File: config.mk
export PLATFORM = sky130hd
export DESIGN_NAME = apb_reg_slave
export DESIGN_NICKNAME = d
export VERILOG_FILES = /design/src/rtl/apb_reg_slave.sv
export SDC_FILE = /design/constraint.sdc
export NUM_CORES = 1
export LEC_CHECK = 0
export CORE_UTILIZATION = 30
export CTS_CLUSTER_SIZE = 14
export DETAILED_ROUTE_END_ITERATION = 6
export PLACE_DENSITY = 0.59
export SYNTH_ARGS = -nofsm -noshare
export SYNTH_HDL_FRONTEND = slang
export SYNTH_SLANG_ARGS = --single-unit
File: constraint.sdc
create_clock -name pclk -period 5.8 [get_ports pclk]
set_clock_uncertainty 0.1 [all_clocks]
set_input_delay 1.16 -clock pclk [delete_from_list [all_inputs] [get_ports pclk]]
set_output_delay 1.16 -clock pclk [all_outputs]
set_load 0.02 [all_outputs]
File: src/rtl/apb_reg_slave.sv
// apb_reg_slave: APB completer with fixed wait states, error decode, ID/status/control register file
module apb_reg_slave #(
  parameter int                    ADDR_WIDTH  = 32,
  parameter int                    DATA_WIDTH  = 32,
  parameter int                    NUM_REGS    = 8,
  parameter int                    WAIT_STATES = 1,
  parameter logic [DATA_WIDTH-1:0] ID_VALUE    = 32'hA9B0_0001
) (
  input  logic                  pclk,
  input  logic                  presetn,
  input  logic                  pselx,
  input  logic                  penable,
  input  logic                  pwrite,
  input  logic [ADDR_WIDTH-1:0] paddr,
  input  logic [DATA_WIDTH-1:0] pwdata,
  output logic [DATA_WIDTH-1:0] prdata,
  output logic                  pready,
  output logic                  pslverr,
  input  logic [DATA_WIDTH-1:0] hw_status,
  output logic [DATA_WIDTH-1:0] ctrl_out
);
  localparam int ADDR_LSB = $clog2(DATA_WIDTH / 8);
  localparam int IDX_W    = $clog2(NUM_REGS);
  localparam logic [ADDR_WIDTH-1:0] LSB_MASK = ADDR_WIDTH'((1 << ADDR_LSB) - 1);
  localparam logic [1:0] IDLE = 2'd0;
  localparam logic [1:0] WAIT = 2'd1;
  localparam logic [1:0] RESP = 2'd2;

  logic [1:0]            state_q, state_d;
  logic [3:0]            cnt_q, cnt_d;
  logic [ADDR_WIDTH-1:0] addr_q, addr_d;
  logic                  write_q, write_d;
  logic [DATA_WIDTH-1:0] wdata_q, wdata_d;
  logic [DATA_WIDTH-1:0] prdata_q, prdata_d;
  logic                  pready_q, pready_d;
  logic                  pslverr_q, pslverr_d;
  logic [DATA_WIDTH-1:0] regs_q [2:NUM_REGS-1];
  logic [DATA_WIDTH-1:0] regs_d [2:NUM_REGS-1];

  logic                  setup, sel_write, bad, commit;
  logic [ADDR_WIDTH-1:0] sel_addr, word;
  logic [IDX_W-1:0]      ridx, widx;
  logic [DATA_WIDTH-1:0] rdata;

  // Decode the access that is about to be answered: a fresh setup uses the live bus, otherwise the latched one
  always_comb begin
    setup     = pselx & ~penable;
    sel_addr  = setup ? paddr : addr_q;
    sel_write = setup ? pwrite : write_q;
    word      = sel_addr >> ADDR_LSB;
    ridx      = word[IDX_W-1:0];
    widx      = addr_q[ADDR_LSB +: IDX_W];
    bad       = (|(sel_addr & LSB_MASK)) | (word >= ADDR_WIDTH'(NUM_REGS)) |
                (sel_write & (word < ADDR_WIDTH'(2)));
    commit    = (state_q == RESP) & pselx & penable & write_q & ~pslverr_q;
  end

  // Read mux; reg 1 is the live status word so it is sampled on the edge that loads prdata
  always_comb begin
    rdata = (ridx == IDX_W'(0)) ? ID_VALUE : (ridx == IDX_W'(1)) ? hw_status : '0;
    for (int i = 2; i < NUM_REGS; i++)
      if (ridx == IDX_W'(i)) rdata = regs_q[i];
  end

  // RW registers only change on the completing RESP edge of a clean, still-selected write
  always_comb begin
    for (int i = 2; i < NUM_REGS; i++)
      regs_d[i] = (commit && widx == IDX_W'(i)) ? wdata_q : regs_q[i];
  end

  // Transfer FSM: any setup phase restarts the transfer, a dropped select falls back to IDLE
  always_comb begin
    state_d = IDLE;
    cnt_d   = cnt_q;
    addr_d  = addr_q;
    write_d = write_q;
    wdata_d = wdata_q;
    if (setup) begin
      addr_d  = paddr;
      write_d = pwrite;
      wdata_d = pwdata;
      cnt_d   = 4'(WAIT_STATES);
      state_d = (WAIT_STATES == 0) ? RESP : WAIT;
    end else if (state_q == WAIT && pselx) begin
      state_d = (cnt_q == 4'd1) ? RESP : WAIT;
      cnt_d   = cnt_q - 4'd1;
    end
  end

  // Response outputs are loaded on the edge entering RESP and cleared on the edge leaving it
  always_comb begin
    pready_d  = state_d == RESP;
    pslverr_d = pready_d & bad;
    prdata_d  = (pready_d & ~bad & ~sel_write) ? rdata : '0;
  end

  // State and register flops, cleared asynchronously
  always_ff @(posedge pclk or negedge presetn) begin
    if (!presetn) begin
      state_q   <= IDLE;
      cnt_q     <= '0;
      addr_q    <= '0;
      write_q   <= 1'b0;
      wdata_q   <= '0;
      prdata_q  <= '0;
      pready_q  <= 1'b0;
      pslverr_q <= 1'b0;
      for (int i = 2; i < NUM_REGS; i++) regs_q[i] <= '0;
    end else begin
      state_q   <= state_d;
      cnt_q     <= cnt_d;
      addr_q    <= addr_d;
      write_q   <= write_d;
      wdata_q   <= wdata_d;
      prdata_q  <= prdata_d;
      pready_q  <= pready_d;
      pslverr_q <= pslverr_d;
      regs_q    <= regs_d;
    end
  end

  assign prdata   = prdata_q;
  assign pready   = pready_q;
  assign pslverr  = pslverr_q;
  assign ctrl_out = regs_q[2];
endmodule

==> results.txt, run 1 <==
Initial antenna violation count -> 1
Final nets -> 1387
Hold WC Path Type -> flop to flop
Avg Vias per Cell -> 5.03
Hold_buf cts -> 0
Reg2reg end -> prdata[4]
Post-layout min period -> 4.01 ns
Startpoint Class -> input port
Share of post-route cells with drive strength above 1 -> 25.0%
Crit-path slowest cell -> a32oi_4
LEAKAGE -> 7.77 nW
Root buffer cell -> clkbuf_16
Syn Nets -> 1281
Vias -> 9601
WHS Path Cells -> 2
Worst path arrival time -> 4.32 ns
Post-DRT Antenna Nets -> 0
Post-CTS Setup Inserts -> 0
Slew Limit Fails -> 0
Initial Util -> 30.4%
CTS sink count -> 297
Status -> completed
GRT overflow -> 0
Chip height -> 216 µm
Largest stage delay, worst path -> 0.92 ns
Ys flop type -> dfrtp_1
Drt drc -> 0
Area grow syn2layout -> 21.3%
I/O pin cnt -> 167
Post-CTS sizing -> 0
Gpl congestion -> 0.771
DIE AREA -> 46700 µm²
Number of global-route vias before repair -> 9994
Largest net degree at the start of global routing -> 104
EDFF count, synth -> 0
Register-to-register setup slack -> 2.81 ns
Die Wd -> 216 µm
Worst-skew pair later-pin latency -> 0.53 ns
Crit path kind -> input port to flop
CP Max Fanout -> 34
Met3 Track Usage GR -> 3.38%
Initial DRC count -> 630
Reg clk slew, reported paths -> 0.06 ns
Crit-path cells -> clkdlybuf4s50_1 -> nand2b_4 -> a32oi_4 -> buf_4 -> nor2_1 -> a211o_1 -> a2111oi_2
WL per Instance -> 20.7 µm
H-Tree Depth -> 2
Worst-margin pin slew -> 1.16 ns
Reg-to-reg startpoint -> addr_q[4]
Overall power -> 0.00504 W
Met1 GRT Util -> 22.9%
Cells on worst reg2reg path -> 6
Final Hold Fails -> 0
Ys async rst share -> 100%
Setup TNS -> 0 ns
Endpoint, Worst Hold -> addr_q[10]
Worst Path Required -> 6.11 ns
RSZ-0062 raised after global routing -> no
Fmax -> 0.249 GHz
Distinct cells, synth -> 64
Seq/Total Area, Yosys -> 54.0%
Mapped Cells -> 1178
CORE AREA -> 45300 µm²
Yosys synthesis warning count -> 0
Detailed-router iteration count before antenna repair -> 6
Crit end category -> flop
Post-DP HPWL -> 24.5 mm
Yosys reg bits -> 297
Final worst-path cycle share -> 69.1%
Post-Syn Area per Cell -> 11.7 µm²
CTS tree -> yes
Final wirelength -> 39.5 mm
Row Count -> 78
GRT met2 Usage -> 27.2%
Top Usage Layer GRT -> met2
Wire length of the first global-routing pass -> 60.6 mm
IO buf count -> 166
HP Start -> addr_q[10]
Syn Std Cell Area -> 13800 µm²
MaxCap Viol Count -> 0
Commonest non-fill, non-tap cells in the layout -> dfrtp_1, nand2_1, mux2_2
Worst slew margin -> 22.7%
Most common cell after layout, fill and taps aside -> dfrtp_1
CTS Buffer Depth -> 3
Num CTS Buffers -> 34
All-Layer GR Usage -> 16.9%
PwrDens -> 302 nW/µm²
Worst IR Drop VDD -> 0.000191 V
Final setup fails -> 0
==> critical path: cells and delay by family <==
family	cells	cell delay, ns
buffers and inverters	2	1.06
AND/OR/NAND/NOR	2	0.47
AO/OA/AOI/OAI	3	1.61
==> sequential cells by signal, indices dropped and copies added, names as in the netlist <==
signal and count:
addr_q 32, write_q 1, regs_q 160, cnt_q 4, state_q 2, pslverr 1, pready 1, ctrl_out 32
wdata_q 32, prdata 32
==> logic make-up (layout without fill, tap and decap cells) <==
kind of cell	after synthesis	in the layout	synth area share, %
compound gates	203	203	11.8
xor+xnor	3	3	0.191
fa+ha+maj	2	2	0.182
buf+inv	116	245	5.66
flops	297	297	54.0
mux	198	198	16.4
other cells	0	1	0
simple gates	359	359	11.7
==> Yosys cell counts, types with 2 or more instances <==
cell | count | area (µm²)
a22oi_1 | 7 | 52.6
o221a_2 | 7 | 78.8
a211oi_1 | 2 | 15.0
mux2i_4 | 2 | 45.0
buf_1 | 17 | 63.8
a311oi_1 | 7 | 61.3
nor3b_1 | 3 | 22.5
buf_6 | 5 | 56.3
nand3_1 | 6 | 30.0
buf_4 | 38 | 285
and3_1 | 11 | 68.8
nand4_1 | 2 | 12.5
a221oi_1 | 24 | 210
clkbuf_8 | 12 | 165
buf_2 | 17 | 85.1
nand2_1 | 220 | 826
mux2i_1 | 2 | 20.0
nor4bb_1 | 2 | 20.0
a21oi_1 | 4 | 20.0
and4_1 | 2 | 17.5
clkbuf_1 | 18 | 67.6
a2111oi_2 | 24 | 360
dfrtp_1 | 297 | 7430
xnor2_1 | 2 | 17.5
nor2_1 | 64 | 240
o21a_1 | 7 | 52.6
nor2b_1 | 3 | 18.8
nor3_1 | 3 | 15.0
ha_1 | 2 | 25.0
o21ai_0 | 87 | 435
a211o_1 | 24 | 210
nor4_1 | 13 | 81.3
mux2_2 | 193 | 2170
inv_1 | 5 | 18.8
and3_2 | 14 | 105
and2_1 | 3 | 18.8
nor3b_2 | 2 | 25.0
==> metrics by stage <==
| step | cell area, µm² | setup WS, ns | hold slack [ns] | utilization, % | std cells |
|---|---|---|---|---|---|
| 3_5_place_dp | 15600 | 1.25 | 0.362 | 34.5 | 1848 |
| 4_1_cts | 16700 | 1.80 | 0.377 | 36.8 | 1907 |
| 6_report | 16700 | 1.79 | 0.377 | 36.9 | 1908 |
| 5_1_grt | 16700 | 1.56 | 0.392 | 36.8 | 1907 |
| 2_1_floorplan | 13800 | 3.02 | 0.337 | - | 1178 |
| 3_3_place_gp | 15600 | 1.37 | 0.354 | 34.5 | 1848 |
==> area by class of cell <==
type / instances / area [µm²]
Clock inverter: 7 / 104
Sequential cell: 297 / 7430
Clock buffer: 52 / 968
Multi-Input combinational cell: 765 / 5610
Timing Repair Buffer: 180 / 1800
Inverter: 6 / 22.5
Antenna cell: 1 / 2.50
Tap cell: 600 / 751
Fill cell: 4501 / 28600
==> metal layers <==
metal  wire length (µm)  vias to the layer above  share of wire [%]
met3               2240                       60                5.7
met4                810                        0                2.1
met5                  0                        -                  0
li1                   -                     4392                  -
met2              18700                      270                 47
met1              17700                     4879                 45
==> worst max-delay path by stage <==
stage | slack (ns) | depth (start not counted) | start | end
after floorplan | 3.02 | 8 | pselx | prdata[20]
after global placement | 1.37 | 6 | pselx | prdata[20]
after detailed placement | 1.25 | 7 | pselx | prdata[4]
after CTS | 1.80 | 7 | pselx | prdata[4]
after global routing | 1.56 | 8 | penable | prdata[8]
final | 1.79 | 7 | pselx | prdata[4]
==> power by group <==
part	switching (W)	internal [W]	total, W
sequential	0.000109	0.00217	0.00228
clock	0.000847	0.00124	0.00209
combinational	0.000406	0.000262	0.000669
Power figures use the tool's default switching activity.
==> run 2, diff against run 1 <==
Settings changed: PLACE_DENSITY 0.59 to 0.61.
Clock period 5.8 ns to 3.49 ns, I/O delays scaled along.
==> run 2 against run 1 <==
The run now ends with design-rule violations left. Register-to-register slack worse by 1.8 ns. Combinational power increased by 76%. Clock-buffer cell count shrank 4. Utilization grew 0.86 points. Non-clock buffer count grew 36. First-iteration DRC count is 7.6% lower. Final cell count grew 1.8%. Worst hold slack lost 0.26 ns. Setup slack lost 1.1 ns. Critical endpoint is now prdata[14].
==> results.txt, run 2 (synthesis results as in run 1) <==
Status -> complete, but fails checks (was completed)
Violated checks -> design-rule violations
PwrDens -> 496 nW/µm² (was 302 nW/µm²)
Gpl congestion -> 0.795 (was 0.771)
H-Tree Depth -> 2 (unchanged)
Final wirelength -> 38.7 mm (was 39.5 mm)
Final setup fails -> 0 (unchanged)
Worst slew margin -> 40.0% (was 22.7%)
Register-to-register setup slack -> 0.98 ns (was 2.81 ns)
Area grow syn2layout -> 24.1% (was 21.3%)
I/O pin cnt -> 167 (unchanged)
Fmax -> 0.353 GHz
Startpoint Class -> input port (unchanged)
Share of post-route cells with drive strength above 1 -> 27.1% (was 25.0%)
Initial DRC count -> 582 (was 630)
RSZ-0062 raised after global routing -> no (unchanged)
LEAKAGE -> 7.99 nW (was 7.77 nW)
Worst path arrival time -> 3.15 ns (was 4.32 ns)
CTS sink count -> 297 (unchanged)
Post-CTS Setup Inserts -> 0 (unchanged)
Placed inst area -> 16000 µm² (was 15600 µm²)
Crit-path slowest cell -> clkdlybuf4s50_1 (was a32oi_4)
Setup TNS -> 0 ns (unchanged)
Row Count -> 78 (unchanged)
Wire length of the first global-routing pass -> 60.7 mm (was 60.6 mm)
Part of the power in registers -> 44.7% (was 45.2%)
Largest net degree at the start of global routing -> 97 (was 104)
GRT overflow -> 0 (unchanged)
Buf/Inv on CP -> 3 (was 2)
Crit end category -> flop (unchanged)
Hold Slack -> 0.112 ns (was 0.377 ns)
All-Layer GR Usage -> 16.7% (was 16.9%)
MaxCap Viol Count -> 0 (unchanged)
Vias -> 9741 (was 9601)
Crit-path leading delay family -> buffers and inverters (was compound AO/OA/AOI/OAI gates)
Crit-path cells -> clkdlybuf4s50_1 -> nand2b_4 -> mux2i_1 -> inv_2 -> buf_12 -> o21ai_0 -> a211o_1 -> a2111oi_2 (was clkdlybuf4s50_1 -> nand2b_4 -> a32oi_4 -> buf_4 -> nor2_1 -> a211o_1 -> a2111oi_2)
Hold WC Path Type -> input port to async pin (was flop to flop)
Psw -> 0.00228 W (was 0.00136 W)
CP Max Fanout -> 21 (was 34)
Drt drc -> 2 (was 0)
Hold_buf cts -> 0 (unchanged)
WL per Instance -> 19.9 µm (was 20.7 µm)
Worst slack at placement -> 0.100 ns (was 1.25 ns)
Final nets -> 1423 (was 1387)
Largest register by flop count -> regs_q (unchanged)
Final worst-path cycle share -> 81.1%
Avg Vias per Cell -> 5.01 (was 5.03)
IO buf count -> 166 (unchanged)
Initial antenna violation count -> 2 (was 1)
Switching portion of total power -> 26.9% (was 27.0%)
Initial Util -> 30.4% (unchanged)
Most common cell after layout, fill and taps aside -> dfrtp_1 (unchanged)
Slew Limit Fails -> 0 (unchanged)
Root buffer cell -> clkbuf_16 (unchanged)
Crit path kind -> input port to flop (unchanged)
Reg clk slew, reported paths -> 0.06 ns (about the same)
Worst Path Required -> 3.81 ns (was 6.11 ns)
Num CTS Buffers -> 34 (unchanged)
DIE AREA -> 46700 µm² (unchanged)
Final design instance area without fill -> 17100 µm² (was 16700 µm²)
Power Internal -> 0.00620 W (was 0.00367 W)
Commonest non-fill, non-tap cells in the layout -> dfrtp_1, nand2_1, mux2_2 (unchanged)
CORE AREA -> 45300 µm² (unchanged)
Final setup margin -> 0.660 ns (was 1.79 ns)
Worst IR Drop VDD -> 0.000284 V (was 0.000191 V)
Worst-skew pair later-pin latency -> 0.53 ns (about the same)
Worst-margin pin slew -> 0.896 ns (was 1.16 ns)
Post-layout min period -> 2.83 ns
Max reg flops -> 160 (unchanged)
Post-CTS sizing -> 0 (unchanged)
CTS tree -> yes (unchanged)
Chip height -> 216 µm (unchanged)
Die Wd -> 216 µm (unchanged)
Post-DRT Antenna Nets -> 0 (unchanged)
Detailed-router iteration count before antenna repair -> 7 (was 6)
CTS Buffer Depth -> 3 (unchanged)
Final Hold Fails -> 0 (unchanged)
Number of global-route vias before repair -> 10100 (was 9994)
Clock Power Share -> 41.4% (was 41.5%)
Post-DP HPWL -> 26.0 mm (was 24.5 mm)
Comb pwr share -> 13.9% (was 13.3%)
Largest stage delay, worst path -> 0.76 ns (was 0.92 ns)
run 2: cell count changes in the layout (fill, tap and decap cells not counted), sizes merged:
cell	before	now
bufinv	2	3
buf	15	51
diode	1	2
inv	8	9
clkbuf	52	48
run 2: cell type report:
cell class / count / area, µm²
clock buffers: 48 / 933
clock inverters: 9 / 143
repair buffers: 216 / 2180
inverters: 6 / 22.5
diodes: 2 / 5.00
fillers: 4410 / 28200
multi-input cells: 765 / 5610
flip-flops and latches: 297 / 7430
well taps: 600 / 751
run 2: per-layer routing:
| metal | part of all wire, % | routed length (µm) | up-vias | global-route usage (%) |
|---|---|---|---|---|
| met3 | 6.1 | 2370 | 57 | 3.72 |
| li1 | - | - | 4464 | - |
| met4 | 2.4 | 918 | 0 | 5.02 |
| met2 | 46 | 17900 | 260 | 26.4 |
| met5 | 0 | 0 | - | 0 |
| met1 | 45 | 17500 | 4960 | 22.8 |
run 2: metrics by stage:
step | instances | util [%] | total power, W
2_1_floorplan | 1178 | - | 0.00449
3_3_place_gp | 1884 | 35.3 | 0.00500
3_5_place_dp | 1884 | 35.3 | 0.00503
4_1_cts | 1941 | 37.7 | 0.00856
5_1_grt | 1941 | 37.7 | 0.00884
6_report | 1943 | 37.7 | 0.00848
run 2: worst register-to-register path: stages (launching register included):
cell      delay [ns]
dfrtp_1         0.60
inv_1           0.28
o31ai_4         0.49
buf_4           0.28
o21a_1          0.16
o21ai_0         0.08
a311oi_1        0.39
run 2: final timing paths:
path / end / from / cells past startpoint
worst max-delay path: prdata[14] / pselx / 8
worst min-delay path: addr_q[29] / presetn / 1
worst max register to register: prdata[24] / addr_q[4] / 6
worst min register to register: addr_q[28] / addr_q[28] / 2
max in group asynchronous: regs_q[2] / presetn / 2
min in group pclk: addr_q[28] / addr_q[28] / 2
run 2: power groups by stage:
stage / clock network, W / registers, W / logic [W]
final: 0.00351 / 0.00379 / 0.00118
after detailed placement: 0 / 0.00385 / 0.00118
after CTS: 0.00359 / 0.00379 / 0.00119
after global placement: 0 / 0.00384 / 0.00116
after floorplan: 0 / 0.00377 / 0.000723
after global routing: 0.00373 / 0.00381 / 0.00130
